===== config.mk =====
export PLATFORM = sky130hd
export DESIGN_NAME = mine_drop_object
export DESIGN_NICKNAME = d
export VERILOG_FILES = /design/src/rtl/mine_drop_object_pkg.sv /design/src/rtl/mine_drop_object_rect_bracket.sv /design/src/rtl/mine_drop_object.sv
export SDC_FILE = /design/constraint.sdc
export NUM_CORES = 1
export LEC_CHECK = 0
export CAP_MARGIN = 20
export CORE_MARGIN = 4
export CORE_UTILIZATION = 57
export CTS_CLUSTER_SIZE = 12
export DETAILED_ROUTE_END_ITERATION = 10
export DONT_BUFFER_PORTS = 1
export PLACE_DENSITY_LB_ADDON = 0.1
export SKIP_LAST_GASP = 1
export SLEW_MARGIN = 40
export SYNTH_ARGS = -nofsm -noshare
export SYNTH_HDL_FRONTEND = slang
export SYNTH_SLANG_ARGS = --single-unit

===== constraint.sdc =====
create_clock -name clk -period 5.06 [get_ports clk]
set_input_delay 1.012 -clock clk [delete_from_list [all_inputs] [get_ports clk]]
set_output_delay 1.012 -clock clk [all_outputs]
set_load 0.05 [all_outputs]

===== src/rtl/mine_drop_object_pkg.sv =====
`default_nettype none
// mine_pkg: shared state encoding, default sizes and frame-count constants
// for the falling-mine sprite generator.
package mine_pkg;

  localparam int COORD_W = 11;

  localparam int DEF_OBJECT_WIDTH   = 32;
  localparam int DEF_OBJECT_HEIGHT  = 32;
  localparam int DEF_GRAVITY        = 1;
  localparam int DEF_MAX_SPEED      = 8;
  localparam int DEF_EXPLODE_FRAMES = 30;
  localparam int DEF_LANDED_FRAMES  = 120;

  typedef enum logic [1:0] {
    IDLE      = 2'd0,
    FALLING   = 2'd1,
    LANDED    = 2'd2,
    EXPLODING = 2'd3
  } mine_state_t;

  // Frame counter width: wide enough for both timers, and at least 3 bits
  // so the blink phase bit always exists.
  function automatic int cnt_width(input int a, input int b);
    int m;
    int w;
    m = (a > b) ? a : b;
    w = $clog2(m + 1);
    return (w < 3) ? 3 : w;
  endfunction

endpackage
`default_nettype wire


===== src/rtl/mine_drop_object_rect_bracket.sv =====
`default_nettype none
// rect_bracket: registered point-in-rectangle test with per-pixel offsets,
// reusable by any sprite that knows its top-left corner.
module rect_bracket #(
  parameter int COORD_W = 11,
  parameter int WIDTH   = 32,
  parameter int HEIGHT  = 32
) (
  input  logic               clk,
  input  logic               rst,
  input  logic [COORD_W-1:0] i_pixelX,
  input  logic [COORD_W-1:0] i_pixelY,
  input  logic [COORD_W-1:0] i_topLeftX,
  input  logic [COORD_W-1:0] i_topLeftY,
  input  logic               i_enable,
  output logic [COORD_W-1:0] o_offsetX,
  output logic [COORD_W-1:0] o_offsetY,
  output logic               o_inside
);

  localparam logic [COORD_W:0] W_EXT = WIDTH[COORD_W:0];
  localparam logic [COORD_W:0] H_EXT = HEIGHT[COORD_W:0];

  logic [COORD_W:0]   w_px;
  logic [COORD_W:0]   w_py;
  logic [COORD_W:0]   w_left;
  logic [COORD_W:0]   w_top;
  logic               w_inside;
  logic [COORD_W-1:0] w_dx;
  logic [COORD_W-1:0] w_dy;

  // One extra bit so a sprite touching the right/bottom screen edge never wraps.
  always_comb begin
    w_px     = {1'b0, i_pixelX};
    w_py     = {1'b0, i_pixelY};
    w_left   = {1'b0, i_topLeftX};
    w_top    = {1'b0, i_topLeftY};
    w_inside = i_enable
             && (w_px >= w_left) && (w_px < (w_left + W_EXT))
             && (w_py >= w_top)  && (w_py < (w_top + H_EXT));
    w_dx     = i_pixelX - i_topLeftX;
    w_dy     = i_pixelY - i_topLeftY;
  end

  always_ff @(posedge clk or posedge rst) begin
    if (rst) begin
      o_inside  <= 1'b0;
      o_offsetX <= '0;
      o_offsetY <= '0;
    end else begin
      o_inside  <= w_inside;
      o_offsetX <= w_inside ? w_dx : '0;
      o_offsetY <= w_inside ? w_dy : '0;
    end
  end

endmodule
`default_nettype wire


===== src/rtl/mine_drop_object.sv =====
`default_nettype none
// mine_drop_object: drop/fall/land/explode motion generator for a mine sprite.
// Define MINE_EXPLODE_BLINK_EN to blink the sprite (4 on / 4 off) while exploding.
module mine_drop_object
  import mine_pkg::*;
#(
  parameter int OBJECT_WIDTH   = DEF_OBJECT_WIDTH,
  parameter int OBJECT_HEIGHT  = DEF_OBJECT_HEIGHT,
  parameter int GRAVITY        = DEF_GRAVITY,
  parameter int MAX_SPEED      = DEF_MAX_SPEED,
  parameter int EXPLODE_FRAMES = DEF_EXPLODE_FRAMES,
  parameter int LANDED_FRAMES  = DEF_LANDED_FRAMES
) (
  input  logic               clk,
  input  logic               reset,
  input  logic               startOfFrame,
  input  logic [COORD_W-1:0] pixelX,
  input  logic [COORD_W-1:0] pixelY,
  input  logic               dropReq,
  input  logic [COORD_W-1:0] dropX,
  input  logic [COORD_W-1:0] floorY,
  input  logic               hitDetected,
  output logic [COORD_W-1:0] offsetX,
  output logic [COORD_W-1:0] offsetY,
  output logic               objectExists,
  output logic               mineActive,
  output logic               explodeDone
);

  localparam int CNT_W          = cnt_width(EXPLODE_FRAMES, LANDED_FRAMES);
  localparam int LAND_LAST_I    = LANDED_FRAMES - 1;
  localparam int EXPL_LAST_I    = EXPLODE_FRAMES - 1;
  localparam logic [CNT_W-1:0] LAND_LAST = LAND_LAST_I[CNT_W-1:0];
  localparam logic [CNT_W-1:0] EXPL_LAST = EXPL_LAST_I[CNT_W-1:0];
  localparam logic [COORD_W:0]   H_EXT    = OBJECT_HEIGHT[COORD_W:0];
  localparam logic [COORD_W-1:0] H_NARROW = OBJECT_HEIGHT[COORD_W-1:0];
  localparam logic [COORD_W:0]   GRAV_EXT = GRAVITY[COORD_W:0];
  localparam logic [COORD_W:0]   MAXS_EXT = MAX_SPEED[COORD_W:0];

  mine_state_t        r_state;
  mine_state_t        w_state_next;
  logic [COORD_W-1:0] r_topLeftX;
  logic [COORD_W-1:0] w_topLeftX_next;
  logic [COORD_W-1:0] r_topLeftY;
  logic [COORD_W-1:0] w_topLeftY_next;
  logic [COORD_W-1:0] r_speed;
  logic [COORD_W-1:0] w_speed_next;
  logic [CNT_W-1:0]   r_frameCnt;
  logic [CNT_W-1:0]   w_frameCnt_next;
  logic               r_mineActive;
  logic               r_explodeDone;
  logic               w_explodeDone_next;

  logic [COORD_W:0]   w_nextY;
  logic [COORD_W:0]   w_bottom;
  logic [COORD_W:0]   w_speedSum;
  logic [COORD_W-1:0] w_speedInc;
  logic [COORD_W-1:0] w_landY;
  logic               w_blank;
  logic               w_drawEn;
  logic               w_inside;

  always_comb begin
    w_nextY    = {1'b0, r_topLeftY} + {1'b0, r_speed};
    w_bottom   = w_nextY + H_EXT;
    w_speedSum = {1'b0, r_speed} + GRAV_EXT;
    w_speedInc = (w_speedSum >= MAXS_EXT) ? MAXS_EXT[COORD_W-1:0]
                                          : w_speedSum[COORD_W-1:0];
    w_landY    = (floorY < H_NARROW) ? '0 : (floorY - H_NARROW);
  end

  always_comb begin
    w_state_next       = r_state;
    w_topLeftX_next    = r_topLeftX;
    w_topLeftY_next    = r_topLeftY;
    w_speed_next       = r_speed;
    w_frameCnt_next    = r_frameCnt;
    w_explodeDone_next = 1'b0;

    case (r_state)
      IDLE: begin
        if (dropReq) begin
          w_state_next    = FALLING;
          w_topLeftX_next = dropX;
          w_topLeftY_next = '0;
          w_speed_next    = '0;
          w_frameCnt_next = '0;
        end
      end
      FALLING: begin
        // A hit suppresses the position update of a coincident frame.
        if (hitDetected) begin
          w_state_next    = EXPLODING;
          w_frameCnt_next = '0;
        end else if (startOfFrame) begin
          w_speed_next = w_speedInc;
          if (w_bottom >= {1'b0, floorY}) begin
            w_topLeftY_next = w_landY;
            w_state_next    = LANDED;
            w_frameCnt_next = '0;
          end else begin
            w_topLeftY_next = w_nextY[COORD_W-1:0];
          end
        end
      end
      LANDED: begin
        if (hitDetected) begin
          w_state_next    = EXPLODING;
          w_frameCnt_next = '0;
        end else if (startOfFrame) begin
          if (r_frameCnt == LAND_LAST) begin
            w_state_next    = EXPLODING;
            w_frameCnt_next = '0;
          end else begin
            w_frameCnt_next = r_frameCnt + 1'b1;
          end
        end
      end
      EXPLODING: begin
        if (startOfFrame) begin
          if (r_frameCnt == EXPL_LAST) begin
            w_state_next       = IDLE;
            w_frameCnt_next    = '0;
            w_explodeDone_next = 1'b1;
          end else begin
            w_frameCnt_next = r_frameCnt + 1'b1;
          end
        end
      end
      default: w_state_next = IDLE;
    endcase
  end

  always_ff @(posedge clk or posedge reset) begin
    if (reset) begin
      r_state       <= IDLE;
      r_topLeftX    <= '0;
      r_topLeftY    <= '0;
      r_speed       <= '0;
      r_frameCnt    <= '0;
      r_mineActive  <= 1'b0;
      r_explodeDone <= 1'b0;
    end else begin
      r_state       <= w_state_next;
      r_topLeftX    <= w_topLeftX_next;
      r_topLeftY    <= w_topLeftY_next;
      r_speed       <= w_speed_next;
      r_frameCnt    <= w_frameCnt_next;
      r_mineActive  <= (w_state_next != IDLE);
      r_explodeDone <= w_explodeDone_next;
    end
  end

`ifdef MINE_EXPLODE_BLINK_EN
  assign w_blank = (r_state == EXPLODING) && r_frameCnt[2];
`else
  assign w_blank = 1'b0;
`endif

  assign w_drawEn = (r_state != IDLE) && !w_blank;

  rect_bracket #(
    .COORD_W (COORD_W),
    .WIDTH   (OBJECT_WIDTH),
    .HEIGHT  (OBJECT_HEIGHT)
  ) u_bracket (
    .clk        (clk),
    .rst        (reset),
    .i_pixelX   (pixelX),
    .i_pixelY   (pixelY),
    .i_topLeftX (r_topLeftX),
    .i_topLeftY (r_topLeftY),
    .i_enable   (w_drawEn),
    .o_offsetX  (offsetX),
    .o_offsetY  (offsetY),
    .o_inside   (w_inside)
  );

  assign objectExists = w_inside;
  assign mineActive   = r_mineActive;
  assign explodeDone  = r_explodeDone;

endmodule
`default_nettype wire

==> summary by stage <==
Run status
The flow ran to the end, and the final reports show no timing, DRC or antenna violations.

GRT
The global routing usage on met2 is 0.4013. The global-route wire length before repair is 21450 µm. In the global route stage, overall resource usage came out at 0.2370. The total overflow left after global routing is 0. Entering global routing, the biggest net connects 60 pins. In the global route stage, met1 resource usage came out at 0.3055. The initial antenna violation count is 0. The most used routing layer is met2. The met3 routing resource usage after global routing is 0.05028. The via count of the first global-routing pass is 4480.

Die
The die is between 100 and 150 µm wide. In this run the vertical extent of the chip is 104.4 µm. In this run the standard cell core region covers between 8000 and 9000 µm². In this run the count of I/O pins placed on the die edge is 74.

The area enclosed by the die boundary is approximately 11000 µm². The starting utilization of the core area is 0.5951. The initialized floorplan defines 34 standard-cell rows.

Worst setup path
The critical path's top delay family is compound AO/OA/AOI/OAI gates. The sum of buffers and inverters on the critical path is 3. STA puts the critical path data arrival time at 4.68 ns.

Walking the worst path, the cells encountered are ha_1 > inv_1 > fa_1 > and2b_1 > o31a_1 > o21ai_0 > nand2b_1 > xnor2_1 > inv_1 > ha_1 > ha_1 > a2111oi_0 > nand2_1 > a21oi_1 > o21ai_0 > a21boi_0 > mux2i_2 > buf_4 > a31o_2 > a31oi_1. The type of the worst setup path is register to register. The cell with the largest stage delay on the worst path is sky130_fd_sc_hd__dfrtp_1. The category of the worst setup path capture point is a register. The worst register-to-register path ends at r_frameCnt[3]$_DFFE_PP0P_. The largest stage delay on the critical path is ~0.44 ns. Across all register-to-register paths, the minimum setup slack is 0.65 ns. The critical path starts at r_speed[0]$_DFFE_PP0P_. STA classifies the critical path startpoint as a register.

The cell repeated most along the worst path is sky130_fd_sc_hd__ha_1. For the worst flop-to-flop path, the logic depth is 20. The worst register-to-register path begins at r_speed[0]$_DFFE_PP0P_. The critical path crosses 20 cells after its start point. The destination of the critical timing path is r_frameCnt[3]$_DFFE_PP0P_. Of all nets on the critical path, the largest fanout is 26.

At the worst endpoint, the required time is 5.33 ns.

Synth
The count of unique library cells instantiated by Yosys is 65. The average size of a mapped cell is roughly 8.5 µm². The most instantiated library cell after synthesis is sky130_fd_sc_hd__dfrtp_1. For this run, the leading register cell type out of synthesis is sky130_fd_sc_hd__dfrtp_1. Counting every net in the synthesized netlist gives 735. The Yosys warning count is 0. In the synthesized netlist, the cells that appear most often are 67 x sky130_fd_sc_hd__dfrtp_1, 64 x sky130_fd_sc_hd__ha_1, 62 x sky130_fd_sc_hd__inv_1, 53 x sky130_fd_sc_hd__nand2_1, 42 x sky130_fd_sc_hd__nor3_1. The leading area contributor after synthesis is sky130_fd_sc_hd__dfrtp_1. The sequential-to-total area share from yosys stat is 0.3169.

The mapped netlist covers between 5000 and 6000 µm². The synthesized design contains 0 enable-type register cells. The area share of the largest cell type after synthesis is 0.3169. The post-synthesis cell count is 619.

The share of synthesized flip-flops with an asynchronous set or reset is 1.000. In this run, synthesis produced a sequential element count of 67. Ranked by total cell area, the synthesized netlist is headed by sky130_fd_sc_hd__dfrtp_1 32%, sky130_fd_sc_hd__ha_1 15%, sky130_fd_sc_hd__inv_1 4.4%, sky130_fd_sc_hd__nor3_1 4.0%, sky130_fd_sc_hd__xnor2_1 4.0%.

Timing
Setup repair after global routing left no endpoint under its margin. The worst-case setup margin in the final layout is 0.6468 ns. For the pin with the worst max-slew slack, the measured transition is 0.7254 ns. On the final layout, the worst clock skew is about 0.013 ns. Adding up every negative setup slack in the final design gives 0 ns.

Setup violations remaining at the end of the flow were counted as 0. The post-route minimum period is ~4.4 ns. The hold violation total from the final report came to 0. The count of final max-slew check failures was 0. Headroom to the max-slew limit came out at 0.5164. Dividing the final minimum period by the clock period gives 0.8722. The maximum achievable frequency is 0.2266 GHz.

Clock tree
The number of gates resized after CTS was 0. After clock tree synthesis, the clock-pin slew on the worst setup and hold paths is 0.08 ns. For the worst-skew pair, the clock arrives at the later sink with an insertion delay of 0.34 ns.

The tree is rooted in a sky130_fd_sc_hd__clkbuf_8. The deepest clock path buffer count is 2. The total clock buffers created by CTS is 9.

The number of buffers inserted to repair setup after CTS is 0. The H-tree was split into 3 levels. The clock drives 67 sinks. The TritonCTS clock tree is built. In this run, post-CTS hold repair placed 0 buffers.

Route
The remaining design rule violation count is 0. The count of nets left with antenna violations once routing finished came out at 0. The number of optimization iterations in the first detailed-route pass is 5. The final route contains between 4000 and 5000 vias.

The post-detailed-route wirelength per cell is ~17 µm. Summed over all layers, the routed wires come to 12530 µm. The number of DRC markers in iteration 0 is about 250. Dividing the detail-routed via count by the number of cells gives just over 6.

Layout
The multi-input combinational cells in the finished layout cover a total of 3309 µm². 0 antenna diodes ended up in the layout. From synthesis to final layout, the design area changed by 5.509%. The number of nets in the layout is 732. The total of fill cells in the finished design is between 700 and 800. The finished layout holds between 700 and 800 standard cells, fillers aside. The combined flip-flop and latch cell area is 1677 µm².

The utilization after layout is 0.6279. In the final layout, the share of cells above drive strength 1 is 0.05475.

Place
The post-DP HPWL is 9828 µm. The global placement routability congestion is 0.9549. During placement, the flow inserted port buffers numbering 0. The number of placed instances, taps included is 713.

The worst setup slack after placement is 0.7441 ns.

Power and ir drop
For this design the total switching power over the nets is just under 0.6 mW. The share of total power in the clock network is 0.285. Of the total power, combinational logic draws 0.287. The static power due to leakage is 2.544 nW.

The internal power of the cells is 1.034 mW. The total power after layout is 1.620 mW. The switching part of the total is 0.3618. The share of total power dissipated in sequential elements is 0.428. The power per cell area is 290.1 nW/µm². The maximum vdd ir drop is 119.3 µV.

Worst hold path
The path class of the tightest hold or removal check is input port to async pin.

Job
The count of max-cap constraint violations is 0.
power by group through the flow:
stage / sequential, mW / combinational, mW / clock, mW
floorplan: 0.685 / 0.377 / 0
global placement: 0.699 / 0.443 / 0
detailed placement: 0.704 / 0.460 / 0
CTS: 0.693 / 0.465 / 0.463
global route: 0.701 / 0.532 / 0.488
finish: 0.693 / 0.465 / 0.462
cells in the final DEF, fill, tap and decap left out, types with 3 or more instances in the layout:
cell,netlist,layout
sky130_fd_sc_hd__nor4b_1,6,5
sky130_fd_sc_hd__or3_1,4,4
sky130_fd_sc_hd__and4_1,3,3
sky130_fd_sc_hd__a21boi_0,3,3
sky130_fd_sc_hd__o211ai_1,7,7
sky130_fd_sc_hd__clkinvlp_4,0,4
sky130_fd_sc_hd__a31oi_1,13,13
sky130_fd_sc_hd__nor3b_1,5,5
sky130_fd_sc_hd__o21ai_0,39,39
sky130_fd_sc_hd__nand2_1,53,53
sky130_fd_sc_hd__xnor2_1,24,24
sky130_fd_sc_hd__ha_1,64,64
sky130_fd_sc_hd__clkbuf_8,0,10
sky130_fd_sc_hd__nor4_1,7,7
sky130_fd_sc_hd__a21oi_1,28,28
sky130_fd_sc_hd__and3_1,4,4
sky130_fd_sc_hd__nand2b_1,5,5
sky130_fd_sc_hd__xor2_1,5,5
sky130_fd_sc_hd__a21o_1,8,8
sky130_fd_sc_hd__mux2i_1,5,5
sky130_fd_sc_hd__o311ai_1,3,3
sky130_fd_sc_hd__o21a_1,7,7
sky130_fd_sc_hd__a221o_1,4,4
sky130_fd_sc_hd__dfrtp_1,67,67
sky130_fd_sc_hd__nand4_1,3,3
sky130_fd_sc_hd__or2_2,4,4
sky130_fd_sc_hd__a2111oi_0,3,3
sky130_fd_sc_hd__nand3_1,26,26
sky130_fd_sc_hd__nor3_1,42,42
sky130_fd_sc_hd__nor2_1,36,36
sky130_fd_sc_hd__nor2b_1,8,8
sky130_fd_sc_hd__a211o_1,4,4
sky130_fd_sc_hd__o31ai_1,3,3
sky130_fd_sc_hd__inv_1,62,61
sky130_fd_sc_hd__and2_1,11,11
sky130_fd_sc_hd__fa_1,3,3
flip-flops by register name, summed over array words and instances, names as in the netlist:
register             flops
r_topLeftY              11
explodeDone              1
r_topLeftX              11
u_bracket.o_offsetY     11
u_bracket.o_offsetX     11
u_bracket.o_inside       1
r_state                  2
r_speed                 11
r_frameCnt               7
mineActive               1
final cells by class:
cell class / count / area share
clock inverters: 6 / 0.01165
clock buffers: 10 / 0.02465
multi-input cells: 473 / 0.5928
inverters: 62 / 0.04169
well taps: 108 / 0.02420
flip-flops and latches: 67 / 0.3003
repair buffers: 3 / 0.004706
cell families (layout without fill, tap and decap cells):
family                   after synthesis  count (layout)  synth area share
AO/OA/AOI/OAI                        147             147            0.1849
XOR/XNOR                              29              29           0.04800
adder cells (fa/ha/maj)               67              67            0.1627
buffers and inverters                 79              81           0.05888
flip-flops                            67              67            0.3169
multiplexers                           8               8           0.01632
AND/OR/NAND/NOR                      222             222            0.2123
metrics by stage:
step | cell area, µm² | hold slack [ns]
2_1_floorplan | 5291 | 0.4711
3_3_place_gp | 5376 | 0.4954
3_5_place_dp | 5376 | 0.4986
4_1_cts | 5579 | 0.4367
5_1_grt | 5583 | 0.4542
6_report | 5583 | 0.4508
worst min-delay path by stage:
stage / start / end / slack [ns] / depth (start not counted)
floorplan: r_frameCnt[4]$_DFFE_PP0P_ / r_frameCnt[4]$_DFFE_PP0P_ / 0.47 / 1
global placement: r_frameCnt[5]$_DFFE_PP0P_ / r_frameCnt[5]$_DFFE_PP0P_ / 0.50 / 1
detailed placement: r_frameCnt[4]$_DFFE_PP0P_ / r_frameCnt[4]$_DFFE_PP0P_ / 0.50 / 1
CTS: reset / explodeDone$_DFF_PP0_ / 0.44 / 1
global route: reset / explodeDone$_DFF_PP0_ / 0.45 / 1
finish: reset / r_frameCnt[5]$_DFFE_PP0P_ / 0.45 / 1
routing by layer:
metal  vias up  share of wire
met5         -              0
met4         0          0.022
met3        24          0.057
met2       148           0.48
met1      2135           0.44
li1       2221              -
worst register-to-register path, stage by stage, from the launching register on:
cell and delay [ns]:
sky130_fd_sc_hd__dfrtp_1 0.44, sky130_fd_sc_hd__ha_1 0.24, sky130_fd_sc_hd__inv_1 0.08, sky130_fd_sc_hd__fa_1 0.20, sky130_fd_sc_hd__and2b_1 0.22, sky130_fd_sc_hd__o31a_1 0.25
sky130_fd_sc_hd__o21ai_0 0.17, sky130_fd_sc_hd__nand2b_1 0.09, sky130_fd_sc_hd__xnor2_1 0.26, sky130_fd_sc_hd__inv_1 0.08, sky130_fd_sc_hd__ha_1 0.30, sky130_fd_sc_hd__ha_1 0.20
sky130_fd_sc_hd__a2111oi_0 0.41, sky130_fd_sc_hd__nand2_1 0.10, sky130_fd_sc_hd__a21oi_1 0.12, sky130_fd_sc_hd__o21ai_0 0.12, sky130_fd_sc_hd__a21boi_0 0.24, sky130_fd_sc_hd__mux2i_2 0.10
sky130_fd_sc_hd__buf_4 0.23, sky130_fd_sc_hd__a31o_2 0.32, sky130_fd_sc_hd__a31oi_1 0.17
No activity file was read; power rests on OpenSTA's default activity.
